### src/rtl/pwm_pkg.sv
// Shared definitions for the multi-channel PWM: register map, CTRL bit positions,
// counting modes and the duty comparison with its saturation rules.
package pwm_pkg;

    localparam logic [2:0] REG_CTRL   = 3'd0;
    localparam logic [2:0] REG_PSC    = 3'd1;
    localparam logic [2:0] REG_PERIOD = 3'd2;
    localparam logic [2:0] REG_DUTY   = 3'd3;
    localparam logic [2:0] REG_PCOUNT = 3'd4;
    localparam logic [2:0] REG_REMAIN = 3'd5;

    localparam int unsigned CTRL_EN    = 0;
    localparam int unsigned CTRL_MODE  = 1;
    localparam int unsigned CTRL_INV   = 2;
    localparam int unsigned CTRL_BURST = 3;

    typedef enum logic {
        PWM_EDGE   = 1'b0,
        PWM_CENTER = 1'b1
    } pwm_mode_e;

    typedef enum logic {
        DIR_UP   = 1'b0,
        DIR_DOWN = 1'b1
    } pwm_dir_e;

    // Raw (pre-inversion) output level for a counter value, including saturation.
    function automatic logic pwm_raw_f(input logic [31:0] cnt,
                                       input logic [31:0] duty,
                                       input logic [31:0] per,
                                       input pwm_mode_e   mode);
        logic raw;
        if (duty == 32'd0) begin
            raw = 1'b0;
        end else if ((mode == PWM_EDGE) && (duty > per)) begin
            raw = 1'b1;
        end else if ((mode == PWM_CENTER) && (duty >= per)) begin
            raw = 1'b1;
        end else begin
            raw = (cnt < duty);
        end
        return raw;
    endfunction

endpackage

### src/rtl/pwm_if.sv
// Register bus between the address decoder and one PWM channel.
interface pwm_if #(
    parameter int unsigned AW = 4
);
    logic          we;
    logic [AW-1:0] addr;
    logic [31:0]   wdata;
    logic [31:0]   rdata;

    modport master (output we, output addr, output wdata, input  rdata);
    modport slave  (input  we, input  addr, input  wdata, output rdata);
endinterface

### src/rtl/pwm_channel.sv
// One PWM channel: prescaler, edge/center counter, shadowed PERIOD/DUTY,
// burst counter and the registered pwm/done outputs.
module pwm_channel
    import pwm_pkg::*;
#(
    parameter int unsigned CNT_W = 16,
    parameter int unsigned PSC_W = 16,
    parameter int unsigned AW    = 4
) (
    input  logic clk_i,
    input  logic rst_ni,
    pwm_if.slave bus,
    output logic pwm_o,
    output logic done_o
);

    localparam logic [CNT_W-1:0] CNT_ONE = CNT_W'(1'b1);
    localparam logic [PSC_W-1:0] PSC_ONE = PSC_W'(1'b1);

    logic             en_q, en_d, en_prev_q;
    pwm_mode_e        mode_q, mode_d;
    logic             inv_q, inv_d, burst_q, burst_d;
    logic [PSC_W-1:0] psc_q, psc_d, psc_cnt_q, psc_cnt_d, psc_cnt_run_s;
    logic [CNT_W-1:0] per_buf_q, per_buf_d, duty_buf_q, duty_buf_d;
    logic [CNT_W-1:0] per_act_q, per_act_d, duty_act_q, duty_act_d;
    logic [CNT_W-1:0] pcount_q, pcount_d, remain_q, remain_d;
    logic [CNT_W-1:0] cnt_q, cnt_d, cnt_run_s;
    pwm_dir_e         dir_q, dir_d, dir_run_s;
    logic             pwm_q, pwm_d, done_q, done_d;
    logic [2:0]       off_s;
    logic             start_s, run_s, per_end_s, raw_s, unused_s;

    assign off_s    = bus.addr[2:0];
    assign start_s  = en_q & ~en_prev_q;
    assign run_s    = en_q & en_prev_q;
    assign unused_s = ^{bus.addr, bus.wdata};

    // Prescaler and counter advance; wrap/turn-around found by compare so PERIOD=max is safe.
    always_comb begin
        psc_cnt_run_s = psc_cnt_q;
        cnt_run_s     = cnt_q;
        dir_run_s     = dir_q;
        per_end_s     = 1'b0;
        if (run_s) begin
            if (psc_cnt_q >= psc_q) begin
                psc_cnt_run_s = '0;
                if (mode_q == PWM_EDGE) begin
                    if (cnt_q >= per_act_q) begin
                        cnt_run_s = '0;
                        per_end_s = 1'b1;
                    end else begin
                        cnt_run_s = cnt_q + CNT_ONE;
                    end
                end else if (per_act_q == '0) begin
                    cnt_run_s = '0;
                    dir_run_s = DIR_UP;
                    per_end_s = 1'b1;
                end else if (dir_q == DIR_UP) begin
                    if (cnt_q >= (per_act_q - CNT_ONE)) begin
                        dir_run_s = DIR_DOWN;
                    end else begin
                        cnt_run_s = cnt_q + CNT_ONE;
                    end
                end else begin
                    if (cnt_q == '0) begin
                        dir_run_s = DIR_UP;
                        per_end_s = 1'b1;
                    end else begin
                        cnt_run_s = cnt_q - CNT_ONE;
                    end
                end
            end else begin
                psc_cnt_run_s = psc_cnt_q + PSC_ONE;
            end
        end else begin
            psc_cnt_run_s = psc_cnt_q;
        end
    end

    // Register writes, shadow loads and burst accounting; a CTRL write overrides burst completion.
    always_comb begin
        en_d       = en_q;
        mode_d     = mode_q;
        inv_d      = inv_q;
        burst_d    = burst_q;
        psc_d      = psc_q;
        per_buf_d  = per_buf_q;
        duty_buf_d = duty_buf_q;
        per_act_d  = per_act_q;
        duty_act_d = duty_act_q;
        pcount_d   = pcount_q;
        remain_d   = remain_q;
        done_d     = 1'b0;
        if (start_s) begin
            per_act_d  = per_buf_q;
            duty_act_d = duty_buf_q;
            if (burst_q) begin
                remain_d = pcount_q;
                if (pcount_q == '0) begin
                    en_d   = 1'b0;
                    done_d = 1'b1;
                end else begin
                    en_d = en_q;
                end
            end else begin
                remain_d = remain_q;
            end
        end else if (per_end_s) begin
            per_act_d  = per_buf_q;
            duty_act_d = duty_buf_q;
            if (burst_q && (remain_q != '0)) begin
                remain_d = remain_q - CNT_ONE;
                if (remain_q == CNT_ONE) begin
                    en_d   = 1'b0;
                    done_d = 1'b1;
                end else begin
                    en_d = en_q;
                end
            end else begin
                remain_d = remain_q;
            end
        end else begin
            remain_d = remain_q;
        end
        if (bus.we) begin
            case (off_s)
                REG_CTRL: begin
                    en_d    = bus.wdata[CTRL_EN];
                    mode_d  = pwm_mode_e'(bus.wdata[CTRL_MODE]);
                    inv_d   = bus.wdata[CTRL_INV];
                    burst_d = bus.wdata[CTRL_BURST];
                    done_d  = 1'b0;
                end
                REG_PSC:    psc_d      = bus.wdata[PSC_W-1:0];
                REG_PERIOD: per_buf_d  = bus.wdata[CNT_W-1:0];
                REG_DUTY:   duty_buf_d = bus.wdata[CNT_W-1:0];
                REG_PCOUNT: pcount_d   = bus.wdata[CNT_W-1:0];
                default:    ;
            endcase
        end else begin
            psc_d = psc_q;
        end
    end

    // A disabled channel parks its counter at 0 counting up, and its output at the idle level.
    always_comb begin
        raw_s = pwm_raw_f(32'(cnt_q), 32'(duty_act_q), 32'(per_act_q), mode_q);
        if (en_d) begin
            cnt_d     = cnt_run_s;
            psc_cnt_d = psc_cnt_run_s;
            dir_d     = dir_run_s;
        end else begin
            cnt_d     = '0;
            psc_cnt_d = '0;
            dir_d     = DIR_UP;
        end
        if (run_s) begin
            pwm_d = raw_s ^ inv_q;
        end else begin
            pwm_d = inv_q;
        end
    end

    // Read mux for this channel's registers.
    always_comb begin
        case (off_s)
            REG_CTRL:   bus.rdata = {28'd0, burst_q, inv_q, mode_q, en_q};
            REG_PSC:    bus.rdata = 32'(psc_q);
            REG_PERIOD: bus.rdata = 32'(per_buf_q);
            REG_DUTY:   bus.rdata = 32'(duty_buf_q);
            REG_PCOUNT: bus.rdata = 32'(pcount_q);
            REG_REMAIN: bus.rdata = 32'(remain_q);
            default:    bus.rdata = 32'd0;
        endcase
    end

    // State registers.
    always_ff @(posedge clk_i or negedge rst_ni) begin
        if (!rst_ni) begin
            en_q       <= 1'b0;
            en_prev_q  <= 1'b0;
            mode_q     <= PWM_EDGE;
            inv_q      <= 1'b0;
            burst_q    <= 1'b0;
            psc_q      <= '0;
            psc_cnt_q  <= '0;
            per_buf_q  <= '0;
            duty_buf_q <= '0;
            per_act_q  <= '0;
            duty_act_q <= '0;
            pcount_q   <= '0;
            remain_q   <= '0;
            cnt_q      <= '0;
            dir_q      <= DIR_UP;
            pwm_q      <= 1'b0;
            done_q     <= 1'b0;
        end else begin
            en_q       <= en_d;
            en_prev_q  <= en_q;
            mode_q     <= mode_d;
            inv_q      <= inv_d;
            burst_q    <= burst_d;
            psc_q      <= psc_d;
            psc_cnt_q  <= psc_cnt_d;
            per_buf_q  <= per_buf_d;
            duty_buf_q <= duty_buf_d;
            per_act_q  <= per_act_d;
            duty_act_q <= duty_act_d;
            pcount_q   <= pcount_d;
            remain_q   <= remain_d;
            cnt_q      <= cnt_d;
            dir_q      <= dir_d;
            pwm_q      <= pwm_d;
            done_q     <= done_d;
        end
    end

    assign pwm_o  = pwm_q;
    assign done_o = done_q;

endmodule

### src/rtl/pwm_multi.sv
// Multi-channel PWM peripheral: decodes {channel, reg} word addresses onto
// NUM_CH independent pwm_channel instances and muxes their read data.
module pwm_multi
    import pwm_pkg::*;
#(
    parameter int unsigned NUM_CH = 2,
    parameter int unsigned CNT_W  = 16,
    parameter int unsigned PSC_W  = 16,
    parameter int unsigned AW     = $clog2(NUM_CH) + 3
) (
    input  logic              clk_i,
    input  logic              rst_ni,
    input  logic              we_i,
    input  logic [AW-1:0]     addr_i,
    input  logic [31:0]       wdata_i,
    output logic [31:0]       rdata_o,
    output logic [NUM_CH-1:0] pwm_o,
    output logic [NUM_CH-1:0] done_o
);

    logic [AW-1:0] ch_s;
    logic [31:0]   rd_s [NUM_CH];

    assign ch_s = addr_i >> 3'd3;

    for (genvar g = 0; g < NUM_CH; g++) begin : g_ch
        pwm_if #(.AW(AW)) ch_bus ();

        assign ch_bus.we    = we_i && (ch_s == AW'(g));
        assign ch_bus.addr  = addr_i;
        assign ch_bus.wdata = wdata_i;
        assign rd_s[g]      = ch_bus.rdata;

        pwm_channel #(
            .CNT_W (CNT_W),
            .PSC_W (PSC_W),
            .AW    (AW)
        ) u_channel (
            .clk_i  (clk_i),
            .rst_ni (rst_ni),
            .bus    (ch_bus.slave),
            .pwm_o  (pwm_o[g]),
            .done_o (done_o[g])
        );
    end

    // Channel select for reads; unpopulated channel slots read as zero.
    always_comb begin
        rdata_o = 32'd0;
        for (int i = 0; i < NUM_CH; i++) begin
            if (ch_s == AW'(i)) begin
                rdata_o = rd_s[i];
            end else begin
                rdata_o = rdata_o;
            end
        end
    end

endmodule

### config.mk
export PLATFORM = sky130hd
export DESIGN_NAME = pwm_multi
export DESIGN_NICKNAME = d
export VERILOG_FILES = /design/src/rtl/pwm_pkg.sv /design/src/rtl/pwm_if.sv /design/src/rtl/pwm_channel.sv /design/src/rtl/pwm_multi.sv
export SDC_FILE = /design/constraint.sdc
export NUM_CORES = 1
export LEC_CHECK = 0
export BUFFER_PORTS_ARGS = -buffer_cell sky130_fd_sc_hd__buf_4
export CAP_MARGIN = 20
export CORE_ASPECT_RATIO = 1.5
export CORE_MARGIN = 2
export CORE_UTILIZATION = 35
export DETAILED_ROUTE_END_ITERATION = 7
export GPL_ROUTABILITY_DRIVEN = 0
export GPL_TIMING_DRIVEN = 0
export HOLD_SLACK_MARGIN = 0.15
export REMOVE_ABC_BUFFERS = 1
export SETUP_SLACK_MARGIN = 0.15
export SYNTH_ARGS = -nofsm -noshare
export SYNTH_HDL_FRONTEND = slang
export SYNTH_SLANG_ARGS = --single-unit
export TNS_END_PERCENT = 50
### constraint.sdc
create_clock -name clk_i -period 4.9 [get_ports clk_i]
set_input_delay 0.49 -clock clk_i [delete_from_list [all_inputs] [get_ports clk_i]]
set_output_delay 0.49 -clock clk_i [all_outputs]
set_load 0.005 [all_outputs]
==> impl_metrics.env, run 1 <==
export IMPL_max_stage_delay_ns=0.45
export IMPL_fp_dieH_microns=297.6
export IMPL_clock_latency_ns=0.57
export IMPL_vias_per_cell=5.719
export IMPL_cts_htree_levels=2
export IMPL_port_buffers=42
export IMPL_fmax_mhz=231.1
export IMPL_synthFlopType="dfrtp_1"
export IMPL_fin_crit_sh=0.8831
export IMPL_grt_overflow=0
export IMPL_grt_max_degree=117
export IMPL_p_leak_uw=0.009716
export IMPL_slew_violations=0
export IMPL_fin_tns_setup_ns=0
export IMPL_status="finished clean"
export IMPL_stdcell_count=2903
export IMPL_core_sq_mm=0.05676
export IMPL_worst_slew_margin_rel=0.2049
export IMPL_p_seq_frac=0.380
export IMPL_track_usage=0.2072
export IMPL_placed_cells=2837
export IMPL_pwr_share_comb=0.369
export IMPL_synth_edf_count=0
export IMPL_ys_async_sr_fraction=1.000
export IMPL_areaGrowthSynthToFinish_pct=11.36
export IMPL_cp_required_ns=5.30
export IMPL_fin_ws_ns=0.5731
export IMPL_worstMarginPinSlew_ns=1.177
export IMPL_synth_cell_types=81
export IMPL_grt_pass1_vias=17040
export IMPL_fin_worst_skew_ns=0.02301
export IMPL_worstSetupEndpointType="register"
export IMPL_hold_path_class="in -> reg"
export IMPL_num_rows=107
export IMPL_dr_pass1_iters=7
export IMPL_critPathMaxFanout=11
export IMPL_fin_nets=2323
export IMPL_synth_common_cells="dfrtp_1, ha_1, nand2_1"
export IMPL_power_density_mw_per_mm2=484.2
export IMPL_diodes=0
export IMPL_holdWs_ns=0.2123
export IMPL_postSynthAreaPerCell_sq_um=9.457
export IMPL_cts_tree="done"
export IMPL_cp_arrival_ns=4.73
export IMPL_crit_type="reg -> reg"
export IMPL_grt_antenna_before_repair=1
export IMPL_yosys_top_cells_area="dfrtp_1, ha_1, mux2_2"
export IMPL_ant_nets=0
export IMPL_yosysSeqAreaShare=0.3782
export IMPL_p_sw_uw=4308
export IMPL_multi_input_area_sq_mm=0.01159
export IMPL_grt_pass1_wl_mm=95.81
export IMPL_postSynthCellCount=2127
export IMPL_crit_family="simple AND/OR/NAND/NOR gates"
export IMPL_fin_util=0.3946
export IMPL_yosysWarnings=0
export IMPL_cp_buffers_inverters=0
export IMPL_fillers=5658
export IMPL_max_cap_violations=0
export IMPL_drc=0
export IMPL_seq_area_sq_mm=0.007607
export IMPL_synth_top_area_frac=0.3782
export IMPL_peakVddDrop_v=0.0002510
export IMPL_ys_seq_elements=304
export IMPL_path_cells="nor4_4 > nand2_1 > nor3_2 > nand2_1 > nor3_1 > nand3_1 > xnor2_1 > ha_1 > a21oi_1 > o21ai_0 > a21oi_1 > o2111ai_1 > a31oi_1 > nand3_2 > a221oi_1 > a211oi_1"
export IMPL_start_kind="register"
export IMPL_yosysMostFrequentCell="dfrtp_1"
export IMPL_period_minus_slack_ns=4.327
export IMPL_rr_worst_depth=16
export IMPL_crit_cells=16
export IMPL_finalHoldViolations=0
export IMPL_synth_area_sq_mm=0.02011
export IMPL_hold_depth=3
export IMPL_clkPwrFrac=0.251
export IMPL_swShare=0.3972
export IMPL_drive_gt1_frac=0.1551
export IMPL_route_vias_total=16600
export IMPL_cts_root_buf="clkbuf_16"
export IMPL_internal_power_uw=6537
export IMPL_clock_path_buffers=3
export IMPL_pre_cts_ws_ns=-0.1547
export IMPL_cts_buffers=37
export IMPL_routed_wirelength_mm=61.19
export IMPL_crit_path_top_delay_cell="dfrtp_1"
export IMPL_die_w_microns=199.7
export IMPL_drtIter0Drc=931
export IMPL_wl_per_cell_microns=21.08
export IMPL_ios=75
export IMPL_synth_top_area_cell="dfrtp_1"
export IMPL_setup_viol=0
export IMPL_dieArea_sq_mm=0.05944
export IMPL_hpwl_mm=46.19
export IMPL_rsz0062_at_grt="no"
export IMPL_cts_sinks=304
export IMPL_start_util=0.3543
export IMPL_clk_pin_slew_ns=0.06
-- sequential cells by signal, summed over array words and instances (netlist names), 32 cells and up --
register,cells
g_ch.u_channel.per_buf_q,32
g_ch.u_channel.cnt_q,32
g_ch.u_channel.remain_q,32
g_ch.u_channel.duty_buf_q,32
g_ch.u_channel.psc_q,32
g_ch.u_channel.duty_act_q,32
g_ch.u_channel.pcount_q,32
g_ch.u_channel.psc_cnt_q,32
g_ch.u_channel.per_act_q,32
-- per-layer routing --
metal	global-route usage	vias to the layer above	wire [microns]
met5	0	-	13
met4	0.1153	2	3697
met3	0.02449	180	1811
met2	0.3905	431	33010
met1	0.2188	8215	22660
li1	-	7775	-
-- timing repair --
item                                    in CTS  in global routing
cloned                                       0                  0
endpoints found under the setup margin      15                 32
hold buffers                                 1                  0
endpoints found under the hold margin      107                  0
setup buffers                                0                  0
gates resized for setup                      2                  5
-- stage by stage --
stage,instance area [sq um],power [uW]
6_report,22400,10850
2_1_floorplan,19580,6597
3_5_place_dp,21160,8104
5_1_grt,22400,11520
3_3_place_gp,20850,7879
4_1_cts,22380,10880
-- final cells by class --
type,count,area share
Inverter,120,0.02011
Timing Repair Buffer,58,0.02698
Multi-Input combinational cell,1593,0.5173
Sequential cell,304,0.3396
Clock inverter,17,0.007094
Clock buffer,48,0.04630
Tap cell,763,0.04262
-- power groups by stage --
| stage | Sequential, uW | Clock [uW] | Combinational (uW) |
|---|---|---|---|
| floorplan | 3710 | 0 | 2890 |
| global placement | 4100 | 0 | 3780 |
| detailed placement | 4130 | 0 | 3980 |
| CTS | 4090 | 2790 | 4000 |
| global route | 4180 | 2890 | 4450 |
| finish | 4120 | 2720 | 4010 |
-- cells in the final DEF (no fill, tap or decap), types with 21 or more instances in the layout --
cell type / synthesis / final
a211oi_1: 28 / 28
a21oi_1: 139 / 139
a22o_1: 21 / 21
a22oi_1: 45 / 45
a31oi_1: 25 / 25
and3_1: 29 / 28
buf_4: 20 / 42
clkbuf_16: 0 / 37
dfrtp_1: 304 / 304
ha_1: 170 / 170
inv_1: 120 / 120
mux2_2: 149 / 149
mux2_4: 30 / 30
nand2_1: 165 / 164
nand3_1: 50 / 49
nand4_1: 34 / 34
nor2_1: 157 / 157
nor3_1: 48 / 47
nor4_1: 36 / 35
o21ai_0: 110 / 110
xnor2_1: 52 / 52
-- cell families after synthesis --
group | after synthesis | share of synthesized area
AOI/OAI and AO/OA | 532 | 0.1722
xor gates and xnor gates | 59 | 0.02569
adders and majority gates | 170 | 0.1057
buffers and inverters | 245 | 0.05182
DFF | 304 | 0.3782
muxes | 192 | 0.1123
other | 1 | 0.0001864
and+or+nand+nor | 624 | 0.1539
-- worst min-delay path: stages --
cell	delay, ns
buf_4	0.14
nand2_1	0.05
o21ai_0	0.06
-- path summary, 6_finish.rpt --
path | from | endpoint | slack, ns
max in group asynchronous | rst_ni | g_ch[1].u_channel.en_q | 3.38
min | wdata_i[5] | g_ch[1].u_channel.psc_q[5] | 0.21
max reg2reg | g_ch[1].u_channel.per_act_q[5] | g_ch[1].u_channel.cnt_q[5] | 0.57
max | g_ch[1].u_channel.per_act_q[5] | g_ch[1].u_channel.cnt_q[5] | 0.57
min reg2reg | g_ch[0].u_channel.psc_cnt_q[15] | g_ch[0].u_channel.psc_cnt_q[15] | 0.52
min in group asynchronous | rst_ni | g_ch[0].u_channel.psc_cnt_q[6] | 0.54
Power figures use the tool's default switching activity.
==> run 2: changes to the inputs <==
clock period = 5.1 ns   (was 4.9 ns; I/O delays follow)
==> impl_metrics.env, run 2 (same netlist as run 1, synthesis figures left out) <==
export IMPL_fp_dieH_microns=297.6
export IMPL_peakVddDrop_v=0.0002413
export IMPL_cp_arrival_ns=5.00
export IMPL_slew_violations=0
export IMPL_grt_pass1_wl_mm=95.80
export IMPL_cts_root_buf="clkbuf_16"
export IMPL_mostFrequentLayoutCell="dfrtp_1"
export IMPL_areaGrowthSynthToFinish_pct=11.29
export IMPL_worstSetupEndpointType="register"
export IMPL_grt_antenna_before_repair=1
export IMPL_min_from="wdata_i[5]"
export IMPL_cts_tree="done"
export IMPL_max_stage_delay_ns=0.53
export IMPL_finalHoldViolations=0
export IMPL_drive_gt1_frac=0.1542
export IMPL_multi_input_area_sq_mm=0.01157
export IMPL_setup_viol=0
export IMPL_pre_cts_ws_ns=0.04528
export IMPL_start_kind="register"
export IMPL_clock_path_buffers=3
export IMPL_reg2reg_from="g_ch[1].u_channel.per_act_q[2]"
export IMPL_cts_htree_levels=2
export IMPL_post_cts_repair_setup_buffers=0
export IMPL_total_power_uw=10400
export IMPL_rsz0062_at_grt="no"
export IMPL_dr_pass1_iters=5
export IMPL_fin_nets=2323
export IMPL_fillers=5662
export IMPL_seq_area_sq_mm=0.007607
export IMPL_period_minus_slack_ns=4.591
export IMPL_ant_nets=0
export IMPL_dieArea_sq_mm=0.05944
export IMPL_holdWs_ns=0.2341
export IMPL_num_rows=107
export IMPL_cp_buffers_inverters=0
export IMPL_grt_max_degree=117
export IMPL_grt_pass1_vias=17030
export IMPL_hpwl_mm=46.19
export IMPL_vias_per_cell=5.695
export IMPL_crit_family="simple AND/OR/NAND/NOR gates"
export IMPL_cp_required_ns=5.51
export IMPL_fin_worst_skew_ns=0.02359
export IMPL_core_sq_mm=0.05676
export IMPL_crit_type="reg -> reg"
export IMPL_wl_per_cell_microns=21.08
export IMPL_track_usage=0.2072
export IMPL_final_cell_mix="dfrtp_1, ha_1, nand2_1, nor2_1, mux2_2"
export IMPL_critPathMaxFanout=11
export IMPL_hold_depth=3
export IMPL_status="finished clean"
export IMPL_diodes=0
export IMPL_die_w_microns=199.7
export IMPL_clock_latency_ns=0.57
export IMPL_r2r_end="g_ch[1].u_channel.cnt_q[5]"
export IMPL_routed_wirelength_mm=61.21
export IMPL_p_leak_uw=0.009711
export IMPL_worstMarginPinSlew_ns=1.154
export IMPL_drc=0
export IMPL_rr_worst_depth=16
export IMPL_cts_buffers=37
export IMPL_cts_sinks=304
export IMPL_max_cap_violations=0
export IMPL_fin_crit_sh=0.9001
export IMPL_fin_tns_setup_ns=0
export IMPL_drtIter0Drc=947
export IMPL_path_cells="nor4_2 > nand2_1 > nor3_1 > nand2_1 > nor3_1 > nand3_1 > xnor2_1 > ha_1 > a21oi_1 > o21ai_0 > a21oi_1 > o2111ai_1 > a31oi_1 > nand3_2 > a221oi_1 > a211oi_1"
export IMPL_port_buffers=42
export IMPL_worst_slew_margin_rel=0.2205
export IMPL_power_density_mw_per_mm2=464.7
export IMPL_rrSetupSlack_ns=0.51
export IMPL_grt_overflow=0
export IMPL_start_util=0.3543
export IMPL_route_vias_total=16530
export IMPL_fin_ws_ns=0.5094
export IMPL_crit_path_top_delay_cell="nor4_2"
export IMPL_min_to="g_ch[1].u_channel.psc_q[5]"
export IMPL_ios=75
export IMPL_hold_path_class="in -> reg"
export IMPL_clk_pin_slew_ns=0.06
export IMPL_fmax_mhz=217.8
## run 2: power breakdown
part	internal (uW)	switching [uW]
logic	1730	2110
registers	3040	902
clock network	1500	1110
total	6280	4130
## run 2: how the worst max path moves through the flow
stage	from	end	cells after the start
final	g_ch[1].u_channel.per_act_q[2]	g_ch[1].u_channel.cnt_q[5]	16
after global routing	g_ch[0].u_channel.per_act_q[0]	g_ch[0].u_channel.cnt_q[0]	15
after global placement	addr_i[0]	g_ch[0].u_channel.psc_q[11]	4
after detailed placement	g_ch[1].u_channel.per_act_q[2]	g_ch[1].u_channel.cnt_q[10]	16
after floorplan	g_ch[1].u_channel.per_act_q[5]	g_ch[1].u_channel.cnt_q[10]	16
after CTS	g_ch[1].u_channel.per_act_q[2]	g_ch[1].u_channel.cnt_q[5]	16
## run 2: what timing repair did
action	CTS	global route
gates resized for setup	1	3
hold endpoints to repair	107	0
endpoints found under the setup margin	11	16
hold buffers	1	0
## run 2: tightest hold or removal path, stage by stage
cell	delay (ns)
buf_4	0.14
nand2_1	0.05
o21ai_0	0.06
## run 2: final cells by class
type / instances / area share
clock buffer: 48 / 0.04634
clock inverter: 17 / 0.007099
tap: 763 / 0.04265
inverter: 120 / 0.02012
multi-input combinational: 1593 / 0.5170
sequential: 304 / 0.3398
timing repair buffer: 58 / 0.02700
## run 2: routing by layer
metal	global-route usage	vias to the layer above	part of all wire
met5	0	-	0.00021
met4	0.1153	2	0.059
met3	0.02449	169	0.030
met2	0.3905	420	0.54
met1	0.2187	8170	0.37
li1	-	7772	-
## run 2: stage by stage
stage	area (sq um)	instances	utilization
3_5_place_dp	21160	2837	0.3728
3_3_place_gp	20850	2822	0.3673
2_1_floorplan	19580	2017	-
5_1_grt	22390	2903	0.3944
4_1_cts	22370	2903	0.3941
6_report	22390	2903	0.3944
==> run 3: changes to the inputs <==
CTS_BUF_LIST = sky130_fd_sc_hd__clkbuf_8   (was not set)
SLEW_MARGIN = 15   (was not set)
==> impl_metrics.env, run 3 (same netlist as run 1, synthesis figures left out) <==
export IMPL_status="finished clean"
export IMPL_total_power_uw=10280
export IMPL_dr_pass1_iters=5
export IMPL_grt_max_degree=100
export IMPL_fp_dieH_microns=297.6
export IMPL_placed_cells=2836
export IMPL_fin_nets=2352
export IMPL_final_cell_mix="dfrtp_1, ha_1, nand2_1, nor2_1, mux2_2"
export IMPL_critPathMaxFanout=11
export IMPL_clock_path_buffers=3
export IMPL_stdcell_count=2946
export IMPL_finalHoldViolations=0
export IMPL_route_vias_total=16690
export IMPL_cts_sinks=304
export IMPL_dieArea_sq_mm=0.05944
export IMPL_drc=0
export IMPL_fin_worst_skew_ns=0.05456
export IMPL_ios=75
export IMPL_port_buffers=42
export IMPL_worst_slew_margin_rel=0.1953
export IMPL_max_cap_violations=0
export IMPL_cts_root_buf="clkbuf_8"
export IMPL_worstSetupEndpointType="register"
export IMPL_setup_viol=0
export IMPL_place_area_sq_mm=0.02114
export IMPL_hpwl_mm=46.16
export IMPL_drive_gt1_frac=0.1618
export IMPL_clk_pin_slew_ns=0.07
export IMPL_design_area_sq_mm=0.02247
export IMPL_cts_htree_levels=2
export IMPL_p_leak_uw=0.009821
export IMPL_cp_arrival_ns=5.06
export IMPL_fin_tns_setup_ns=0
export IMPL_clock_latency_ns=0.66
export IMPL_rsz0062_at_grt="no"
export IMPL_wl_per_cell_microns=20.82
export IMPL_grt_pass1_wl_mm=96.10
export IMPL_areaGrowthSynthToFinish_pct=11.69
export IMPL_grt_overflow=0
export IMPL_crit_type="reg -> reg"
export IMPL_ant_nets=0
export IMPL_power_density_mw_per_mm2=457.7
export IMPL_peakVddDrop_v=0.0001837
export IMPL_multi_input_area_sq_mm=0.01159
export IMPL_cp_required_ns=5.61
export IMPL_cts_buffers=52
export IMPL_fin_crit_sh=0.8915
export IMPL_num_rows=107
export IMPL_core_sq_mm=0.05676
export IMPL_fillers=5666
export IMPL_routed_wirelength_mm=61.34
export IMPL_mostFrequentLayoutCell="dfrtp_1"
export IMPL_fmax_mhz=219.9
export IMPL_cts_tree="done"
export IMPL_holdWs_ns=0.2638
export IMPL_slew_violations=0
export IMPL_grt_antenna_before_repair=1
export IMPL_start_kind="register"
export IMPL_seq_area_sq_mm=0.007607
export IMPL_hold_path_class="in -> reg"
export IMPL_worstMarginPinSlew_ns=1.196
export IMPL_drtIter0Drc=1017
export IMPL_period_minus_slack_ns=4.547
export IMPL_die_w_microns=199.7
export IMPL_grt_pass1_vias=17140
export IMPL_start_util=0.3543
export IMPL_vias_per_cell=5.665
export IMPL_track_usage=0.2076
[run 3: worst paths after layout]
path / start / end / slack, ns / depth (start not counted)
worst max-delay path: g_ch[1].u_channel.per_act_q[5] / g_ch[1].u_channel.cnt_q[5] / 0.55 / 16
worst min-delay path: wdata_i[0] / g_ch[1].u_channel.psc_q[0] / 0.26 / 2
worst max register to register: g_ch[1].u_channel.per_act_q[5] / g_ch[1].u_channel.cnt_q[5] / 0.55 / 16
worst min register to register: g_ch[1].u_channel.psc_cnt_q[15] / g_ch[1].u_channel.psc_cnt_q[15] / 0.52 / 1
max in group asynchronous: rst_ni / g_ch[1].u_channel.per_buf_q[11] / 3.46 / 4
min in group asynchronous: rst_ni / g_ch[0].u_channel.burst_q / 0.41 / 2
[run 3: layout make-up]
type / instances / area share
antenna: 1 / 0.0001114
clock buffer: 62 / 0.03798
clock inverter: 31 / 0.01292
inverter: 120 / 0.02005
multi-input combinational: 1593 / 0.5158
sequential: 304 / 0.3386
tap: 763 / 0.04250
timing repair buffer: 72 / 0.03202
[run 3: metal layers]
| layer | up-vias | share of wire | global-route usage |
|---|---|---|---|
| met5 | - | 0 | 0 |
| met4 | 0 | 0.062 | 0.1217 |
| met3 | 170 | 0.033 | 0.02778 |
| met2 | 425 | 0.53 | 0.3866 |
| met1 | 8268 | 0.37 | 0.2187 |
| li1 | 7827 | - | - |
[run 3: repair_timing]
| action | CTS | global route |
|---|---|---|
| endpoints found under the hold margin | 118 | 0 |
| buffers inserted | 0 | 0 |
| setup endpoints to repair | 11 | 16 |
| hold buffers | 16 | 0 |
| cloned | 0 | 0 |
| resized for setup | 1 | 2 |
[run 3: worst max-delay path, stage by stage (launching register included)]
cell       delay, ns
dfrtp_1         0.45
nor4_4          0.44
nand2_1         0.17
nor3_1          0.41
nand2_1         0.14
nor3_1          0.34
nand3_1         0.16
xnor2_1         0.20
ha_1            0.27
a21oi_1         0.15
o21ai_0         0.13
a21oi_1         0.17
o2111ai_1       0.24
a31oi_1         0.22
nand3_1         0.40
a221oi_1        0.39
a211oi_1        0.12
[run 3: power breakdown]
group / internal [uW] / switching, uW
clock: 1370 / 1090
combinational: 1750 / 2120
sequential: 3040 / 908
total: 6170 / 4120
[run 3: through the flow]
step                  util  setup slack (ns)
finish              0.3958            0.5535
global route        0.3958            0.2112
global placement    0.3673            -1.328
detailed placement  0.3725           0.02871
CTS                 0.3955            0.1738
floorplan                -             1.396
